File: src/rtl/sigdiv_iter.sv
// Iterative radix-2 restoring significand divider for the binary16 datapath.
// Produces NQ quotient bits MSB first, one per cycle, plus a sticky bit.
module sigdiv_iter #(
  parameter  int NSIG = 11,
  parameter  int NQ   = NSIG + 2,
  localparam int CW   = $clog2(NQ)
) (
  input  logic            clk,
  input  logic            rst_n,
  input  logic            in_valid,
  output logic            in_ready,
  input  logic [NSIG-1:0] a_sig,
  input  logic [NSIG-1:0] b_sig,
  output logic            out_valid,
  input  logic            out_ready,
  output logic [NQ-1:0]   q,
  output logic            sticky,
  output logic            dz
);

  typedef enum logic [1:0] {IDLE, RUN, DONE} state_t;

  state_t          state;
  logic [NSIG:0]   rem;
  logic [NSIG-1:0] div;
  logic [CW-1:0]   cnt;

  logic [NSIG+1:0] diff;
  logic            ge;
  logic [NSIG:0]   rem_sel;
  logic [NSIG:0]   rem_next;

  // The remainder stays below 2*div, so the top bit of the wide difference
  // is a reliable sign; a zero divisor always compares as "fits".
  always_comb begin
    diff     = {1'b0, rem} - {2'b00, div};
    ge       = ~diff[NSIG+1] | dz;
    rem_sel  = ge ? diff[NSIG:0] : rem;
    rem_next = rem_sel << 1;
  end

  always_ff @(posedge clk or negedge rst_n) begin
    if (!rst_n) begin
      state     <= IDLE;
      in_ready  <= 1'b0;
      out_valid <= 1'b0;
      q         <= '0;
      sticky    <= 1'b0;
      dz        <= 1'b0;
      rem       <= '0;
      div       <= '0;
      cnt       <= '0;
    end else begin
      case (state)
        IDLE: begin
          in_ready <= 1'b1;
          if (in_valid && in_ready) begin
            rem      <= {1'b0, a_sig};
            div      <= b_sig;
            q        <= '0;
            sticky   <= 1'b0;
            cnt      <= CW'(NQ - 1);
            dz       <= (b_sig == '0);
            in_ready <= 1'b0;
            state    <= RUN;
          end
        end
        RUN: begin
          q[cnt] <= ge;
          rem    <= rem_next;
          if (cnt == '0) begin
            sticky    <= (rem_next != '0) && !dz;
            out_valid <= 1'b1;
            state     <= DONE;
          end else begin
            cnt <= cnt - 1'b1;
          end
        end
        DONE: begin
          if (out_ready) begin
            out_valid <= 1'b0;
            in_ready  <= 1'b1;
            state     <= IDLE;
          end
        end
        default: state <= IDLE;
      endcase
    end
  end

endmodule

File: config.mk
export PLATFORM = sky130hd
export DESIGN_NAME = sigdiv_iter
export DESIGN_NICKNAME = d
export VERILOG_FILES = /design/src/rtl/sigdiv_iter.sv
export SDC_FILE = /design/constraint.sdc
export NUM_CORES = 1
export LEC_CHECK = 0
export CORE_MARGIN = 2
export CORE_UTILIZATION = 54
export DETAILED_ROUTE_END_ITERATION = 8
export GPL_TIMING_DRIVEN = 1
export PLACE_DENSITY = 0.8
export RECOVER_POWER = 25
export SLEW_MARGIN = 20
export SYNTH_ARGS = -nofsm -noshare
export SYNTH_HDL_FRONTEND = slang
export SYNTH_SLANG_ARGS = --single-unit
File: constraint.sdc
create_clock -name clk -period 3.09 [get_ports clk]
set_input_delay 0.618 -clock clk [delete_from_list [all_inputs] [get_ports clk]]
set_output_delay 0.618 -clock clk [all_outputs]
set_load 0.05 [all_outputs]
==> run summary, run 1 <==
The flow ran to the end, but the final reports show violations. The final reports fail on max-capacitance violations, max-slew violations. The tools report the count of vias placed by the detailed router as 2381.

The worst-path cell with the longest stage delay is or4_4. Using the TritonRoute via totals, the vias-per-cell ratio works out to 5.75. Post-detailed-route wirelength per cell: 15.1 um. In the detailed route, the total length drawn on met3 is 357 um. The logs give 2 for the maximum clock path buffer count and 10.5 mm for the first-pass GRT wire length. In the final timing run, aggregate negative setup slack is 0 ps. Commonest non-fill, non-tap cell in the layout: dfrtp_1.

The synthesized design contains 46 register bits. The most used flip-flop cell after synthesis is dfrtp_1. Setup repair after global routing left no endpoint under its margin.

The number of gates given a new drive strength after cts was 0; the headroom to the max-slew limit was -0.586. TritonCTS built the clock tree. The wire length after detailed routing came out at 6.27 mm. Clock tree synthesis selected as its root buffer the cell clkbuf_8.

The tools report the peak clock frequency supported by timing as 358 MHz. Hold repair after CTS inserted 0 buffers. The all-layer global routing usage came out at 0.252. CTS built an H-tree with a depth of 2. The most numerous cell type found on the critical path is o21ai_2. The final layout contains 389 nets. The type of the worst setup path is register to register. The share of layout cells above drive strength 1 was 0.0519; the detailed-placement wirelength estimate was 4.71 mm. The detail route stage leaves a number of antenna-violating nets equal to 0.

After floorplanning, the core was divided into 25 placement rows. The repair_antennas step left the layout with diodes totalling 0. Capturing element type of the critical path: a register. The height of the chip came out at 74.2 um.

STA classifies the critical path startpoint as a register. Setup violations remaining at the end of the flow were counted as 0. The worst path needs 2790 ps of the cycle, external delays included.

For the data required time at the worst endpoint, the log shows 3270 ps. The core region is 0.00472 mm^2. In this run the worst hold path is classified as register to register.

For the final count of hold timing violations, the log shows 0. The detailed router put a total of 2.92 mm of wire on met1. Global routing finished with a remaining overflow of 0.

The tools report the post-CTS setup buffer count as 0. Total nets after synthesis: 346. In this run, synthesis inferred 0 flip-flops with an integrated enable. The transition at the pin with the smallest max-transition slack is 2380 ps. The count of buffers inserted at the top-level ports was 42. The die covers 0.00550 mm^2. The endpoint arrival time on the critical path is 2970 ps, and the post-route DRC violation count is 0.

The initial standard-cell utilization of the core was 0.563; the length of the first detailed-routing pass in iterations was 4. Register area share after synthesis: 0.433. The number of CTS-inserted buffers is 5, and the final number of max-transition violations is 47.

In this run the cell area of the synthesized design comes to 0.00266 mm^2. In this design, the stage delay of the slowest critical-path cell is 530 ps. Leaving out fill and tap cells, the most frequent cells in the layout are 46 x dfrtp_1, 43 x o21ai_0, 42 x nand2_1.

Clock tree synthesis found a total of 46 sinks. The post-route fraction of the period consumed by the critical path was 0.903. The initial antenna violation count is 0.

The number of DRC markers in iteration 0 was 166. The routability congestion estimate is 0.880. The number of standard cells after synthesis came out at 303.

For the final database, setup skew stands at 6.92 ps. Traced cell by cell, the critical path runs through inv_1 -> ha_1 -> fa_1 -> and2b_4 -> o21ai_2 -> o21ai_2 -> xor2_1 -> or4_4 -> o41ai_2 -> a31oi_1. The area added between synthesis and finish was 22.6%. The number of distinct library cells after synthesis was 42; the synthesized area divided by synthesized cell count was 8.78 um^2.

The I/O pin total is 43, and the fraction of registers with async set/reset is 1.00. The chip width was 74.2 um; the number of warnings printed during yosys synthesis was 0. The tools report the number of filler cells placed in the layout as 396.

The clock reaches the later pin of the worst-skew pair after 310 ps. Detailed routing placed a total of 2.91 mm of wire on met2. The via count of the first global-routing pass is 2204, and the pin count of the biggest net entering global routing is 47.

The number of violations of the max-capacitance limit came out at 1. Routed signal wires occupy layers up through met4. Along the worst path, the maximum fanout reaches 3. After clock tree synthesis, the clock-pin slew on the worst setup and hold paths is 90 ps.

For flop-to-flop paths, the worst setup slack is 300 ps.
## cell type report
| class | count | area, um^2 | area share |
|---|---|---|---|
| clock buffer | 6 | 72.6 | 0.0222 |
| timing repair buffer | 47 | 452 | 0.138 |
| clock inverter | 2 | 37.5 | 0.0115 |
| sequential | 46 | 1150 | 0.353 |
| multi-input combinational | 227 | 1390 | 0.427 |
| tap | 67 | 83.8 | 0.0257 |
| inverter | 19 | 71.3 | 0.0219 |
## metrics by stage
stage / hold slack [ps] / cell area (um^2) / cells / worst slack (ps) / util
3_3_place_gp: 471 / 3150 / 406 / 425 / 0.668
2_1_floorplan: 322 / 2660 / 303 / 509 / -
5_1_grt: 541 / 3260 / 414 / 144 / 0.691
4_1_cts: 493 / 3260 / 414 / 312 / 0.691
6_report: 500 / 3260 / 414 / 299 / 0.691
3_5_place_dp: 472 / 3150 / 406 / 338 / 0.668
## critical path: cells and delay by family, from the launching register on
kind,cells,cell delay (ps)
AO/OA/AOI/OAI,4,690
XOR/XNOR,1,110
adder cells (fa/ha/maj),2,610
buffers and inverters,1,70
flip-flops,1,380
AND/OR/NAND/NOR,2,800
## layer usage
layer	track usage	up-vias
met1	0.357	1128
met5	0	-
met4	0.0667	0
met2	0.405	80
li1	-	1164
met3	0.0393	9
## logic make-up (layout without fill, tap and decap cells)
family / Yosys count / after routing / share of synthesized area
compound gates: 91 / 91 / 0.210
simple gates: 107 / 107 / 0.189
mux: 5 / 5 / 0.0188
buf+inv: 30 / 74 / 0.0433
flops: 46 / 46 / 0.433
fa+ha+maj: 17 / 17 / 0.0828
xor+xnor: 7 / 7 / 0.0230
## sequential cells by signal, summed over array words and instances (netlist names)
| register | count |
|---|---|
| out_valid | 1 |
| sticky | 1 |
| div | 11 |
| state | 2 |
| q | 13 |
| dz | 1 |
| in_ready | 1 |
| rem | 12 |
| cnt | 4 |
## cells in the mapped netlist, types with 6 or more instances
master     n  area, um^2
nand2b_1   6        37.5
ha_1      16         200
a21oi_1   10        50.1
nand3_1   18        90.1
o21ai_0   43         215
dfrtp_1   46        1150
inv_1     19        71.3
nor2_1    21        78.8
nand2_1   42         158
clkbuf_1   9        33.8
a22oi_1   10        75.1
## worst paths after layout
check / cells after the start / start / to
worst max-delay path: 10 / rem[0] / sticky
worst min-delay path: 2 / div[0] / div[0]
max in group asynchronous: 1 / rst_n / q[0]
worst min register to register: 2 / div[0] / div[0]
min in group asynchronous: 1 / rst_n / div[5]
worst max register to register: 10 / rem[0] / sticky
Power of run 1 is left out: the tool's default activity adds up to more than one toggle a clock period on the data nets, which glitch-free logic cannot reach.
==> inputs of run 2 (changes only) <==
- CORE_UTILIZATION: 54 -> 55
- PLACE_DENSITY: 0.8 -> 0.82
- clock period: 3.09 -> 3.5 ns (I/O delays scaled with it)
==> run 2 against run 1 <==
Compared with the run above:
- the flow still finishes with violations (max-capacitance violations, max-slew violations)
- register-to-register slack improved by 380 ps
- hold slack lost 0.78 ps
- first-iteration DRC count is 56% higher
- die area fell by 1.7%
- setup slack improved by 380 ps
- clock skew hardly changed
- sequential share of layout area up 0.69 points
- utilization is 0.87 points lower
- final area is 1.9% lower
- critical path type unchanged
- highest routed layer unchanged
==> run summary, run 2 (synthesized netlist as in run 1, its figures left out) <==
The worst hold path cell count is 2 (unchanged). TritonCTS built the clock tree. The post-route DRC violation count came out at 0 (unchanged). The shortest period the worst path allows was 2820 ps (was 2790 ps); the final count of hold timing violations was 0 (unchanged). The tools report the antenna diode count as 0 (unchanged). The worst-path maximum fanout came out at 3 (unchanged).

The post-route fraction of the period consumed by the critical path came out at 0.805 (was 0.903). The nature of the critical path startpoint is a register (unchanged). The count of vias placed by the detailed router is 2327 (was 2381).

Root cell of the clock tree: clkbuf_8 (unchanged). The detail-routed via count per cell came out at 5.85 (was 5.75). The number of flip-flops under the largest register name was 13 (unchanged). The delay of the slowest critical-path stage was 530 ps (about the same); the routed length on met2 was 2.83 mm (was 2.91 mm).

The core footprint was 0.00469 mm^2 (was 0.00472 mm^2); the clock skew was 6.71 ps (was 6.92 ps). The length of the first detailed-routing pass in iterations came out at 5 (was 4). The headroom to the max-slew limit was -0.651 (was -0.586).

Registers with the most flip-flops: q x13, rem x12, div x11 (unchanged). The final worst-path setup slack is 683 ps (was 299 ps), and the number of violations of the max-capacitance limit is 1 (unchanged). The number of gates given a new drive strength after cts came out at 0 (unchanged). The cell repeated most along the worst path was o21ai_2 (unchanged). First-pass GRT wire length: 10.4 mm (was 10.5 mm). The tools report the standard cell area after detailed placement as 0.00311 mm^2 (was 0.00315 mm^2). The logs give 259 (was 166) for the number of DRC markers in iteration 0 and 3000 ps (was 2970 ps) for the endpoint arrival time on the critical path.

The post-route met1 wirelength came out at 2.78 mm (was 2.92 mm). The worst-path cell with the longest stage delay is or4_4 (unchanged). The peak clock frequency supported by timing was 355 MHz (was 358 MHz). The run gives 6.09 mm (was 6.27 mm) as the wire length after detailed routing. The post-detailed-route wirelength per cell is 15.3 um (was 15.1 um), and the total congestion overflow is 0 (unchanged). The detailed-placement wirelength estimate came out at 4.45 mm (was 4.71 mm). For the met3 routed wirelength, the log shows 307 um (was 357 um). The path depth of the worst reg2reg path was 10 (unchanged). The tools report the reg-to-reg critical path startpoint as rem[0] (unchanged). The logs give 47 (unchanged) for the pin count of the biggest net entering global routing and 382 (was 396) for the number of filler cells placed in the layout. Area of the die: 0.00541 mm^2 (was 0.00550 mm^2). CP cell instances: inv_1 -> ha_1 -> fa_1 -> and2b_4 -> o21ai_2 -> o21ai_2 -> xor2_1 -> or4_4 -> o41ai_2 -> a31oi_1 (unchanged). The chip width is 73.5 um (was 74.2 um), and the sum of buffers and inverters on the critical path is 1 (unchanged).

The final number of max-transition violations was 47 (unchanged). The tools report the end of the worst register-to-register path as sticky (unchanged). The post-route standard cell area excluding fillers was 0.00320 mm^2 (was 0.00326 mm^2). Commonest cells after routing, fill and taps aside: 46 x dfrtp_1, 43 x o21ai_0, 42 x nand2_1 (unchanged). The number of routed nets with antenna violations was 0 (unchanged).

The logs give 2 (unchanged) for the maximum level of the CTS H-tree and 0.567 (was 0.563) for the initial standard-cell utilization of the core. The number of CTS-inserted buffers is 5 (unchanged), and the setup slack on the worst flop-to-flop path is 680 ps (was 300 ps). For the total of hold buffers inserted after clock tree synthesis, the log shows 0 (unchanged). Worst hold path endpoint: q[11] (was div[0]). Kind of cell with the highest combined delay on the critical path: simple AND/OR/NAND/NOR gates (unchanged). The flow ran to the end, but the final reports show violations.

The clock latency of the later-clocked register in the worst-skew pair came out at 300 ps (was 310 ps). For the setup violation total in the final timing report, the log shows 0 (unchanged). The post-CTS setup buffer count was 0 (unchanged); the share of layout cells above drive strength 1 was 0.0436 (was 0.0519).

The maximum clock path buffer count is 2 (unchanged). The all-layer global routing usage came out at 0.246 (was 0.252). Type of the most critical hold path: register to register (unchanged). The clock transition at the registers of the reported paths was 90 ps (about the same). The top routing layer in use is met4 (unchanged). The final net count is 386 (was 389).

The height of the chip was 73.5 um (was 74.2 um). The pre-CTS worst setup slack is 710 ps (was 338 ps). Register ranked first by flip-flop count: q (unchanged). Failing checks: max-capacitance violations, max-slew violations (unchanged). The floorplan row count is 25 (unchanged). The commonest non-fill, non-tap cell in the layout is dfrtp_1 (unchanged). Type of the worst setup path: register to register (unchanged).

The transition at the pin with the smallest max-transition slack is 2480 ps (was 2380 ps). The via count of the first global-routing pass was 2212 (was 2204). Capturing element type of the critical path: a register (unchanged). The area added between synthesis and finish was 20.3% (was 22.6%). Setup repair after global routing left no endpoint under its margin.

For the post-route setup TNS, the log shows 0 ps (unchanged). The tools report the initial antenna violation count as 0 (unchanged). The count of buffers inserted at the top-level ports is 42 (unchanged), and the routability congestion estimate is 0.860 (was 0.880). Worst hold path startpoint: q[11] (was div[0]).

The run gives 43 (unchanged) as the I/O pin total. The tools report the count of clock tree sinks as 46 (unchanged). The data required time at the worst endpoint is 3680 ps (was 3270 ps).
run 2: cell types whose count changed in the layout (fill, tap and decap cells not counted):
cell,previous run,this run
clkinvlp_4,1,0
clkinv_4,0,1
bufinv_16,1,0
buf_4,5,2
clkinv_2,0,1
run 2: layout make-up:
cell class	instances	area (um^2)	share of cell area
clock buffers	6	72.6	0.0227
inverters	19	71.3	0.0223
multi-input cells	227	1390	0.436
flip-flops and latches	46	1150	0.360
well taps	54	67.6	0.0211
repair buffers	44	429	0.134
clock inverters	2	13.8	0.00430
run 2: how the worst max path moves through the flow:
stage	start	to	slack, ps	cells after the start
after CTS	rem[0]	sticky	730	10
after global placement	rem[0]	sticky	850	10
after detailed placement	rem[0]	sticky	710	10
after global routing	rst_n	q[9]	490	1
final	rem[0]	sticky	680	10
after floorplan	rem[0]	sticky	920	10
run 2: through the flow:
stage	utilization	hold slack, ps	instances
floorplan	-	404	303
global placement	0.664	473	390
detailed placement	0.664	483	390
CTS	0.682	505	398
global route	0.682	533	398
finish	0.682	499	398
run 2: worst min-delay path, delay by kind of cell (launching register included):
kind,cells,cell delay [ps]
AOI/OAI and AO/OA,1,60
DFF,1,350
and+or+nand+nor,1,60
run 2: per-layer routing:
layer,track usage,vias up
li1,-,1151
met1,0.336,1091
met2,0.386,74
met3,0.0466,11
met4,0.0949,0
met5,0,-
Power of run 2 is left out for the same reason.
